## src/rtl/ifetch_pkg.sv

```systemverilog
// Shared types for the instruction fetch stage: FSM states, the buffered
// {address, instruction} entry, and the instruction size in bytes.
package ifetch_pkg;

    localparam int INSN_BYTES   = 4;
    localparam int ENTRY_ADDR_W = 32;
    localparam int ENTRY_INSN_W = 32;

    typedef enum logic [1:0] {
        IDLE,
        RUN,
        FLUSH
    } ifetch_state_t;

    typedef struct packed {
        logic [ENTRY_ADDR_W-1:0] addr;
        logic [ENTRY_INSN_W-1:0] insn;
    } fetch_entry_t;

endpackage

```

## src/rtl/ifetch_fifo.sv

```systemverilog
// Small synchronous FIFO of fetch entries with flush; used both as the
// instruction buffer and as the in-flight address queue.
module ifetch_fifo
    import ifetch_pkg::*;
#(
    parameter int DEPTH = 2
) (
    input  logic                   clk,
    input  logic                   rst,
    input  logic                   push_i,
    input  fetch_entry_t           push_data_i,
    input  logic                   pop_i,
    input  logic                   flush_i,
    output fetch_entry_t           head_o,
    output logic [$clog2(DEPTH):0] count_o
);

    localparam int PW = $clog2(DEPTH);

    fetch_entry_t     mem_q [DEPTH];
    logic [PW-1:0]    rd_ptr_q;
    logic [PW-1:0]    wr_ptr_q;
    logic [PW:0]      count_q;

    always_ff @(posedge clk or posedge rst) begin
        if (rst) begin
            rd_ptr_q <= '0;
            wr_ptr_q <= '0;
            count_q  <= '0;
        end else if (flush_i) begin
            rd_ptr_q <= '0;
            wr_ptr_q <= '0;
            count_q  <= '0;
        end else begin
            if (push_i) wr_ptr_q <= wr_ptr_q + PW'(1);
            if (pop_i)  rd_ptr_q <= rd_ptr_q + PW'(1);
            count_q <= count_q + (PW+1)'(push_i) - (PW+1)'(pop_i);
        end
    end

    // NOTE: storage has no reset; validity is tracked by count_q alone.
    always_ff @(posedge clk) begin
        if (push_i && !flush_i) mem_q[wr_ptr_q] <= push_data_i;
    end

    assign head_o  = mem_q[rd_ptr_q];
    assign count_o = count_q;

endmodule

```

## src/rtl/ifetch.sv

```systemverilog
// Instruction fetch: PC, credit-limited in-order requests, response buffer
// and redirect flush. Define IFETCH_BYPASS_EN to forward a response straight
// to the output when the buffer is empty.
module ifetch
    import ifetch_pkg::*;
#(
    parameter int                    INSTRUCTON_WIDTH = 32,
    parameter int                    ADDR_WIDTH       = 32,
    parameter logic [ADDR_WIDTH-1:0] RESET_PC         = '0,
    parameter int                    FIFO_DEPTH       = 2
) (
    input  logic                        clk,
    input  logic                        rst,
    output logic                        imem_req_valid,
    input  logic                        imem_req_ready,
    output logic [ADDR_WIDTH-1:0]       imem_req_addr,
    input  logic                        imem_rsp_valid,
    input  logic [INSTRUCTON_WIDTH-1:0] imem_rsp_data,
    input  logic                        redirect_valid,
    input  logic [ADDR_WIDTH-1:0]       redirect_pc,
    output logic                        out_valid,
    input  logic                        out_ready,
    output logic [INSTRUCTON_WIDTH-1:0] out_instruction,
    output logic [ADDR_WIDTH-1:0]       out_pc
);

    localparam int CW = $clog2(FIFO_DEPTH) + 1;

    ifetch_state_t         state_q;
    logic [ADDR_WIDTH-1:0] pc_q, pc_d;
    logic [CW-1:0]         drop_q, drop_d;
    logic [CW-1:0]         inflight, inflight_d;
    logic [CW-1:0]         fifo_count;
    logic [CW:0]           credit_sum;
    fetch_entry_t          aq_head, aq_push_data, fifo_head, fifo_push_data;
    logic                  req_fire, fifo_empty, fifo_push, fifo_pop, bypass_hit;

    // The address queue occupancy is exactly the number of fetches in flight.
    ifetch_fifo #(.DEPTH(FIFO_DEPTH)) u_addr_q (
        .clk         (clk),
        .rst         (rst),
        .push_i      (req_fire),
        .push_data_i (aq_push_data),
        .pop_i       (imem_rsp_valid),
        .flush_i     (1'b0),
        .head_o      (aq_head),
        .count_o     (inflight)
    );

    ifetch_fifo #(.DEPTH(FIFO_DEPTH)) u_insn_q (
        .clk         (clk),
        .rst         (rst),
        .push_i      (fifo_push),
        .push_data_i (fifo_push_data),
        .pop_i       (fifo_pop),
        .flush_i     (redirect_valid),
        .head_o      (fifo_head),
        .count_o     (fifo_count)
    );

    assign credit_sum     = {1'b0, inflight} + {1'b0, fifo_count};
    assign imem_req_valid = (state_q != IDLE) && (credit_sum < (CW+1)'(FIFO_DEPTH));
    assign imem_req_addr  = pc_q;
    assign req_fire       = imem_req_valid && imem_req_ready;
    assign aq_push_data   = '{addr: ENTRY_ADDR_W'(pc_q), insn: '0};
    assign fifo_empty     = (fifo_count == '0);

`ifdef IFETCH_BYPASS_EN
    assign bypass_hit = imem_rsp_valid && fifo_empty && (drop_q == '0) && !redirect_valid;
`else
    assign bypass_hit = 1'b0;
`endif

    assign out_valid = (!fifo_empty || bypass_hit) && !redirect_valid;
    assign fifo_pop  = out_valid && out_ready && !fifo_empty;
    assign fifo_push = imem_rsp_valid && (drop_q == '0) && !redirect_valid
                       && !(bypass_hit && out_ready);

    always_comb begin
        fifo_push_data      = aq_head;
        fifo_push_data.insn = ENTRY_INSN_W'(imem_rsp_data);
    end

    always_comb begin
        out_instruction = '0;
        out_pc          = '0;
        if (bypass_hit) begin
            out_instruction = imem_rsp_data;
            out_pc          = ADDR_WIDTH'(aq_head.addr);
        end else if (!fifo_empty) begin
            out_instruction = INSTRUCTON_WIDTH'(fifo_head.insn);
            out_pc          = ADDR_WIDTH'(fifo_head.addr);
        end
    end

    // Redirect wins over the sequential increment; fetches still in flight
    // after this cycle's handshakes become the drop count.
    always_comb begin
        inflight_d = inflight + CW'(req_fire) - CW'(imem_rsp_valid);
        pc_d       = pc_q;
        drop_d     = drop_q;
        if (redirect_valid) begin
            pc_d   = redirect_pc & ~ADDR_WIDTH'(INSN_BYTES - 1);
            drop_d = inflight_d;
        end else begin
            if (req_fire) pc_d = pc_q + ADDR_WIDTH'(INSN_BYTES);
            if (imem_rsp_valid && drop_q != '0) drop_d = drop_q - CW'(1);
        end
    end

    always_ff @(posedge clk or posedge rst) begin
        if (rst) begin
            state_q <= IDLE;
            pc_q    <= RESET_PC;
            drop_q  <= '0;
        end else begin
            pc_q   <= pc_d;
            drop_q <= drop_d;
            if (redirect_valid) begin
                state_q <= (inflight_d != '0) ? FLUSH : RUN;
            end else begin
                case (state_q)
                    IDLE:    state_q <= RUN;
                    FLUSH:   if (drop_d == '0) state_q <= RUN;
                    default: state_q <= state_q;
                endcase
            end
        end
    end

endmodule

```

## config.mk

```make
export PLATFORM = sky130hd
export DESIGN_NAME = ifetch
export DESIGN_NICKNAME = d
export VERILOG_FILES = /design/src/rtl/ifetch_pkg.sv /design/src/rtl/ifetch_fifo.sv /design/src/rtl/ifetch.sv
export SDC_FILE = /design/constraint.sdc
export NUM_CORES = 1
export LEC_CHECK = 0
export BUFFER_PORTS_ARGS = -buffer_cell sky130_fd_sc_hd__buf_2
export CORE_AREA = 2 2 120 169
export DETAILED_ROUTE_END_ITERATION = 10
export DIE_AREA = 0 0 122 171
export GPL_TIMING_DRIVEN = 1
export PLACE_DENSITY = 0.75
export REMOVE_ABC_BUFFERS = 1
export SETUP_SLACK_MARGIN = 0.3
export SLEW_MARGIN = 30
export SYNTH_ARGS = -nofsm -noshare
export SYNTH_HDL_FRONTEND = slang
export SYNTH_SLANG_ARGS = --single-unit
export TNS_END_PERCENT = 100
```

## constraint.sdc

```tcl
create_clock -name clk -period 5.6 [get_ports clk]
set_input_delay 1.12 -clock clk [delete_from_list [all_inputs] [get_ports clk]]
set_output_delay 1.12 -clock clk [all_outputs]
set_load 0.02 [all_outputs]
```

==> qor.yml, run 1 <==
crit_chain: "buf_2, buf_4, nor2_1, buf_2"
die_h_um: 171
end_kind: "output port"
synth_seq_area_share_pct: 68.9
cp_slowest_cell: "buf_4"
grtUsageTotal_pct: 18.4
cts_root_buffer: "clkbuf_16"
syn_inst: 672
yosysUniqueCellTypes: 53
clock.fmax_mhz: 285
vdd_ir_drop_max_v: 0.000243
drt_iter0_markers: 396
path_common_cell: "buf_2"
finalCriticalPeriod_ns: 3.51
cpPeakStageDelay_ns: 0.56
clk_pin_slew_ns: 0.06
max_slew_margin_pct: 47.5
p_per_area_mw_per_mm2: 441
hold_slack_ns: 0.472
hold_viol_final: 0
final_cell_area_mm2: 0.0113
via_per_inst: 5.43
cts_made_buffers: 21
fp.coreArea_mm2: 0.0195
n_fill_cell: 1565
grt_pass1_vias: 5925
layout.nets: 906
io_buffers: 161
post-place-ws_ns: 2.10
multi_input_area_mm2: 0.00275
drc: 0
synth-edff-count: 184
tightest_slew_ns: 0.788
syn_area_mm2: 0.00955
cts_hold_buffers: 0
fin_ws_ns: 2.09
synthFlopType: "edfxtp_1"
placed_area_mm2: 0.0106
io_pins: 168
grt_setup_unrepaired: "no"
start_util_pct: 49.1
die_w_um: 122
routed_wl_um: 19300
cts_tree: "built"
cts_resized: 0
regArea_mm2: 0.00658
hp-class: "reg -> reg"
cp_max_fo: 60
maxCapViolations: 0
postCtsSetupBuffers: 0
finClkSkew_ns: 0.0146
final-max-slew-violation-count: 0
dr.pass1.iters: 5
antenna_found_initial: 0
die-area_mm2: 0.0209
cts_buffer_depth: 3
setup_viol: 0
wl_per_cell_um: 17.6
grt_max_degree: 61
async_flop_share_pct: 18.6
cp.arrival_ns: 2.39
crit_type: "in -> out"
clock-sinks: 226
status: "complete, no violations"
dp_hpwl_um: 12500
fin_crit_sh_pct: 62.8
p_leak_nw: 4.23
avgSynthCellArea_um2: 14.2
synth-warning-count: 0
grt_pass1_wl_um: 30200
synth-seq-cells: 226
htreeDepth: 1
cp-start-kind: "primary input"
num_vias: 5952
grt_overflow: 0
gp_congestion: 0.815
insertion_delay_ns: 0.50
syn_to_final_growth_pct: 17.8
crit_required_ns: 4.48
drt.antenna.violating_nets: 0
num_rows: 61
antenna_cells: 0
drive_gt1_share_pct: 29.5
[metrics by stage]
step | power (mW) | instances | setup TNS (ns) | util (%)
floorplan | 3.21 | 636 | -25.22 | -
global placement | 3.61 | 1057 | 0 | 54.2
detailed placement | 3.65 | 1058 | 0 | 54.4
CTS | 5.02 | 1096 | 0 | 57.8
global route | 5.22 | 1096 | 0 | 57.8
finish | 4.97 | 1096 | 0 | 57.8
[synthesized netlist by cell type, types with 3 or more instances]
library cell  number  area, um^2
buf_4              6        45.0
nand3_1           21         105
edfxtp_1         184        5530
nor4_1             4        25.0
nand2_1           33         124
or2_2              4        25.0
and4_1             3        26.3
xor2_1             6        52.6
buf_6              3        33.8
xnor2_1            8        70.1
dfrtp_1           42        1050
o31ai_1            9        67.6
a22oi_1            6        45.0
clkbuf_1          14        52.6
nor3_1            12        60.1
and2_1             7        43.8
ha_1               6        75.1
nand4_1           19         119
buf_1              5        18.8
nor2_1            85         319
a31oi_1            4        25.0
inv_1             13        48.8
o311ai_1           3        26.3
buf_2             11        55.1
nor2b_1            9        56.3
and3_1             9        56.3
mux2_2            31         349
mux2i_1           63         631
o21ai_0           14        70.1
o311ai_0           7        61.3
nor4b_1            3        26.3
[worst max-delay path: cells and delay by family]
kind | cells | cell delay, ns
buf+inv | 3 | 1.10
simple gates | 1 | 0.16
[final timing paths]
check	start	to	slack (ns)	cells past startpoint
min in group asynchronous	rst	imem_req_addr[21]	0.76	3
min	u_addr_q.rd_ptr_q	u_addr_q.rd_ptr_q	0.47	1
max reg2reg	u_insn_q.count_o[0]	state_q[1]	2.24	11
max	redirect_valid	out_valid	2.09	4
min reg2reg	u_addr_q.rd_ptr_q	u_addr_q.rd_ptr_q	0.47	1
max in group asynchronous	rst	u_insn_q.rd_ptr_q	4.40	3
[logic make-up after synthesis]
kind of cell,share of synthesized area (%)
flops,68.9
simple gates,11.8
mux,10.3
compound gates,4.05
buf+inv,2.70
xor+xnor,1.28
fa+ha+maj,0.996
other cells,0.0393
[cells in the final DEF (no fill, tap or decap), drive strengths merged, types with 9 or more instances in the layout]
master	count
o311ai	10
dfrtp	42
buf	170
and3	9
o21ai	14
clkbuf	27
nand2	33
inv	15
mux2i	63
nand4	20
nor2	85
nand3	22
o31ai	9
nor3	12
mux2	31
edfxtp	184
nor2b	9
[flip-flops by register name, indices dropped and copies added, names as in the netlist]
register / count
drop_q: 2
u_addr_q.count_o: 2
u_insn_q.count_o: 2
u_addr_q.rd_ptr_q: 1
u_insn_q.wr_ptr_q: 1
u_insn_q.rd_ptr_q: 1
u_insn_q.mem_q: 124
u_addr_q.mem_q: 60
imem_req_addr: 30
state_q: 2
u_addr_q.wr_ptr_q: 1
[layout make-up]
class / instances / share of cell area (%)
Multi-Input combinational cell: 396 / 24.4
Tap cell: 252 / 2.80
Sequential cell: 226 / 58.5
Timing Repair Buffer: 170 / 7.94
Clock buffer: 27 / 5.14
Clock inverter: 11 / 0.789
Inverter: 14 / 0.467
[report_power, final]
part	internal [mW]	total [mW]	switching, mW
logic	0.475	1.29	0.816
clock network	0.780	1.37	0.590
registers	2.16	2.31	0.145
total	3.42	4.97	1.55
[routing by layer]
layer / wire length (um) / global-route usage [%]
met1: 7420 / 22.1
met2: 10300 / 33.7
met3: 1050 / 2.47
met4: 475 / 6.10
met5: 0 / 0
Power figures use the tool's default switching activity.
==> run 2: changes to the inputs <==
Settings changed: ABC_AREA set to 1, CORE_AREA 2 2 120 169 to 2 2 116 162, DIE_AREA 0 0 122 171 to 0 0 118 164, PLACE_DENSITY 0.75 to 0.77.
Clock period 5.6 ns to 3.6 ns, I/O delays scaled along.
==> run 2 against run 1 <==
Net effect: final cell count increased by 14%; synthesized area increased by 1.2%; wire length increased by 5.4%; die area decreased by 7.2%; sequential cell count unchanged; setup slack got worse by 1.4 ns; worst hold slack got worse by 0.18 ns; combinational power increased by 74%; largest cell class unchanged.
==> qor.yml, run 2 <==
fin_crit_sh_pct: 80.8
final-max-slew-violation-count: 0
largest_reg_flops: 124
placed_area_mm2: 0.0108
dp_hpwl_um: 13200
hold_viol_final: 0
synthFlopType: "edfxtp_1"
grt_pass1_vias: 6370
intPower_mw: 5.48
clock.fmax_mhz: 344
drc: 0
seqPwrFrac_pct: 45.5
clock-sinks: 226
crit_chain: "nor2_4, buf_12, a21oi_1, buf_2"
io_pins: 168
syn_area_mm2: 0.00967
via_per_inst: 5.20
top_register: "u_insn_q.mem_q"
die_h_um: 164
crit_type: "reg -> out"
routed.top_layer: "met4"
postCtsSetupBuffers: 0
cp-start-kind: "flop"
gp_congestion: 0.907
synth_seq_area_share_pct: 68.0
finalSetupTns_ns: 0
cp.arrival_ns: 2.19
avgSynthCellArea_um2: 11.6
power_switching_mw: 2.70
netlist.area_leader.share_pct: 57.2
wl_per_cell_um: 16.2
num_rows: 58
status: "complete, no violations"
cts_hold_buffers: 0
yosys-top-cells-count: "nand2_1 (256), edfxtp_1 (184), a21oi_1 (63)"
cts_made_buffers: 21
yosysUniqueCellTypes: 36
syn_inst: 833
grtUsageTotal_pct: 20.9
crit_required_ns: 2.88
grt_setup_unrepaired: "no"
drt.antenna.violating_nets: 0
fin_ws_ns: 0.691
antenna_cells: 0
cts_resized: 0
finClkSkew_ns: 0.0121
antenna_found_initial: 0
synth_area_leaders: "edfxtp_1 (57%), dfrtp_1 (11%), nand2_1 (9.9%)"
layout.nets: 1075
die-area_mm2: 0.0194
placedCellCount: 1215
async_flop_share_pct: 18.6
cts_buffer_depth: 3
cts_tree: "built"
io_buffers: 161
max_slew_margin_pct: 39.8
fp.coreArea_mm2: 0.0179
post-place-ws_ns: 1.11
setup_viol: 0
hp-class: "in -> async"
layout_common_cells: "nand2_1 (256), edfxtp_1 (184), buf_2 (161)"
finalNonFillerCells: 1252
synth-edff-count: 184
finalCriticalPeriod_ns: 2.91
insertion_delay_ns: 0.49
yosys.area.top_type: "edfxtp_1"
post-route-util_pct: 64.0
cp_max_fo: 32
start_util_pct: 53.9
synth-warning-count: 0
grt_overflow: 0
worst-r2r-setup-slack_ns: 1.11
swShare_pct: 33.1
p_per_area_mw_per_mm2: 713
vdd_ir_drop_max_v: 0.000407
die_w_um: 118
synth.most_common_cell: "nand2_1"
p_leak_nw: 4.71
grt_pass1_wl_um: 31900
htreeDepth: 1
drive_gt1_share_pct: 26.1
drt_iter0_markers: 368
end_kind: "output port"
maxCapViolations: 0
tightest_slew_ns: 0.901
cts_root_buffer: "clkbuf_16"
syn_to_final_growth_pct: 18.6
pwr-share-comb_pct: 27.5
num_vias: 6509
met3RoutedLength_um: 1130
p_clk_share_pct: 26.9
routed_wl_um: 20300
grt_max_degree: 65
mostFrequentLayoutCell: "nand2_1"
clk_pin_slew_ns: 0.07
synth-seq-cells: 226
dr.pass1.iters: 5
cpPeakStageDelay_ns: 0.70
final_cell_area_mm2: 0.0115
cp_slowest_cell: "nor2_4"
met2_length_um: 10700
drt-met1-wl_um: 7800
run 2: final timing paths:
check,startpoint,endpoint,cells after the start
worst min register to register,u_addr_q.rd_ptr_q,u_addr_q.rd_ptr_q,1
min in group clk,imem_rsp_data[23],u_insn_q.mem_q[1][23],1
worst max-delay path,u_insn_q.count_o[1],out_instruction[28],4
worst max register to register,u_insn_q.count_o[0],state_q[1],15
max in group asynchronous,rst,imem_req_addr[20],3
worst min-delay path,rst,state_q[1],2
run 2: area by class of cell:
cell class / count / area (um^2)
well taps: 240 / 300
multi-input cells: 519 / 2730
flip-flops and latches: 226 / 6580
clock inverters: 6 / 62.6
clock buffers: 31 / 634
inverters: 57 / 214
fillers: 1439 / 6460
repair buffers: 173 / 946
run 2: kinds of logic after synthesis:
family	after synthesis	share of synthesized area (%)
DFF	226	68.0
xor gates and xnor gates	17	1.54
buffers and inverters	91	4.09
adders and majority gates	7	0.984
and+or+nand+nor	364	16.4
muxes	30	3.50
AOI/OAI and AO/OA	97	5.40
other	1	0.0388
run 2: per-layer routing:
metal	global-route usage [%]	up-vias
li1	-	3164
met1	23.9	3080
met2	38.9	220
met3	2.99	45
met4	8.93	0
met5	0	-
run 2: worst max-delay path: cells and delay by family, from the launching register on:
kind	cells	cell delay (ns)
AO/OA/AOI/OAI	1	0.08
flip-flops	1	0.44
buffers and inverters	2	0.45
AND/OR/NAND/NOR	1	0.70
run 2: power groups by stage:
stage	registers, mW	clock network, mW	logic (mW)
CTS	3.72	2.24	2.28
global route	3.77	2.34	2.47
finish	3.72	2.20	2.25
global placement	3.75	0	2.21
detailed placement	3.77	0	2.27
floorplan	3.89	0	1.32
run 2: metrics by stage:
step	total power, mW	hold WS, ns
finish	8.18	0.293
detailed placement	6.04	0.457
CTS	8.25	0.297
global placement	5.96	0.454
floorplan	5.21	0.480
global route	8.58	0.338
==> run 3: changes to the inputs <==
Settings changed: CORE_AREA 2 2 116 162 to 2 2 120 168, DIE_AREA 0 0 118 164 to 0 0 122 170, PLACE_DENSITY 0.77 to 0.76.
Clock period 3.6 ns to 2.5 ns, I/O delays scaled along.
==> run 3 against run 2 <==
Net effect: wire length is 35% higher; design area rose by 21%; via count rose by 11%; sequential share of layout area down 10 points; non-clock buffer count grew 59; clock power up 56%; combinational power increased to 2.5 times the previous value; first-iteration DRC count up 52%; critical path type unchanged; critical endpoint is now imem_req_valid; largest cell class unchanged.
==> qor.yml, run 3 (synthesis gave the netlist of run 2 again) <==
status: "complete, no violations"
drc: 0
clock-sinks: 226
reg2reg_to: "state_q[1]"
crit_required_ns: 2.00
crit_type: "reg -> out"
grt_pass1_wl_um: 37300
cp-start-kind: "flop"
post-place-ws_ns: 0.144
cts_hold_buffers: 0
grt_pass1_vias: 6812
wl_per_cell_um: 20.7
cp.arrival_ns: 1.88
die_w_um: 122
reg2reg_depth: 16
grtUsageTotal_pct: 23.8
die_h_um: 170
start_util_pct: 50.5
layout_common_cells: "nand2_1 (217), edfxtp_1 (184), buf_2 (98)"
grt_overflow: 0
placedCellCount: 1228
cts_root_buffer: "clkbuf_16"
die-area_mm2: 0.0207
tightest_slew_ns: 0.589
via_per_inst: 5.45
routed_wl_um: 27400
end_kind: "output port"
syn_to_final_growth_pct: 43.9
antenna_found_initial: 0
clock.fmax_mhz: 421
gp_congestion: 0.927
cp_max_fo: 2
final-max-slew-violation-count: 0
cts_made_buffers: 22
dr.pass1.iters: 8
io_buffers: 161
grt_max_degree: 43
num_rows: 60
hp-class: "in -> async"
setup_viol: 0
top_register: "u_insn_q.mem_q"
mostFrequentLayoutCell: "nand2_1"
io_pins: 168
largest_reg_flops: 124
p_per_area_mw_per_mm2: 1050
drt.antenna.violating_nets: 0
fin_ws_ns: 0.123
clk_pin_slew_ns: 0.07
drt_iter0_markers: 558
cts_buffer_depth: 3
worst-r2r-setup-slack_ns: 0.14
htreeDepth: 1
hold_viol_final: 0
cts_tree: "built"
finalNonFillerCells: 1324
maxCapViolations: 0
grt_setup_unrepaired: "yes"
regToRegStartpoint: "u_addr_q.count_o[0]"
num_vias: 7218
dp_hpwl_um: 13900
finClkSkew_ns: 0.0120
finalSetupTns_ns: 0
fin_crit_sh_pct: 95.1
insertion_delay_ns: 0.50
drive_gt1_share_pct: 40.4
p_leak_nw: 5.43
vdd_ir_drop_max_v: 0.000646
hold_slack_ns: 0.140
fp.coreArea_mm2: 0.0191
layout.nets: 1137
antenna_cells: 0
finalCriticalPeriod_ns: 2.38
max_slew_margin_pct: 60.7
run 3: changes by cell type in the layout (fill, tap and decap cells not counted), sizes merged:
cell	delta
buf	+56
clkinv	+3
clkbuf	+6
clkinvlp	-1
inv	-1
bufinv	+1
run 3: area by class of cell:
type / count / area (um^2)
fillers: 1211 / 5230
multi-input cells: 519 / 3530
well taps: 248 / 310
flip-flops and latches: 226 / 6580
repair inverters: 2 / 22.5
inverters: 57 / 243
clock buffers: 34 / 677
clock inverters: 6 / 86.3
repair buffers: 232 / 2460
run 3: worst max-delay path, cell delays in order (launching register included):
cell and delay (ns):
dfrtp_1 0.39, nand2_1 0.08, inv_1 0.05, fa_1 0.48
nor3_4 0.23, buf_6 0.15
run 3: routing by layer:
metal | global-route usage, % | routed length, um | vias to the layer above | share of wire (%)
met5 | 0 | 0 | - | 0
met4 | 8.30 | 973 | 0 | 3.5
met3 | 3.05 | 1510 | 78 | 5.5
met2 | 45.0 | 15200 | 297 | 55
met1 | 27.3 | 9780 | 3537 | 36
li1 | - | - | 3306 | -
run 3: where the power goes:
part           leakage (nW)  switching (mW)  internal, mW
sequential             2.18           0.511          4.94
combinational          2.87            3.12          2.59
clock                 0.373            1.36          2.07
total                  5.43            5.00          9.60
run 3: worst max path at each step:
stage               cells past startpoint                start                    to  slack [ns]
CTS                                     6  u_insn_q.count_o[1]            out_pc[10]        0.11
floorplan                               6            drop_q[0]  u_insn_q.mem_q[0][0]       -1.42
detailed placement                     15  u_insn_q.count_o[0]            state_q[1]        0.14
global placement                       15  u_insn_q.count_o[0]            state_q[1]        0.19
finish                                  5  u_addr_q.count_o[0]        imem_req_valid        0.12
global route                           16  u_addr_q.count_o[0]            state_q[1]       0.007
run 3: repair_timing:
| item | CTS | global route |
|---|---|---|
| pin swaps | 23 | 33 |
| setup buffers | 28 | 6 |
| cloned | 19 | 3 |
| setup endpoints to repair | 123 | 155 |
| resized for setup | 172 | 179 |
run 3: metrics by stage:
stage | power (mW) | util [%] | instance area [um^2]
3_3_place_gp | 8.65 | 56.8 | 10900
5_1_grt | 15.2 | 72.7 | 13900
3_5_place_dp | 8.78 | 56.8 | 10900
6_report | 14.6 | 72.7 | 13900
4_1_cts | 13.8 | 67.9 | 13000
2_1_floorplan | 7.50 | - | 9500
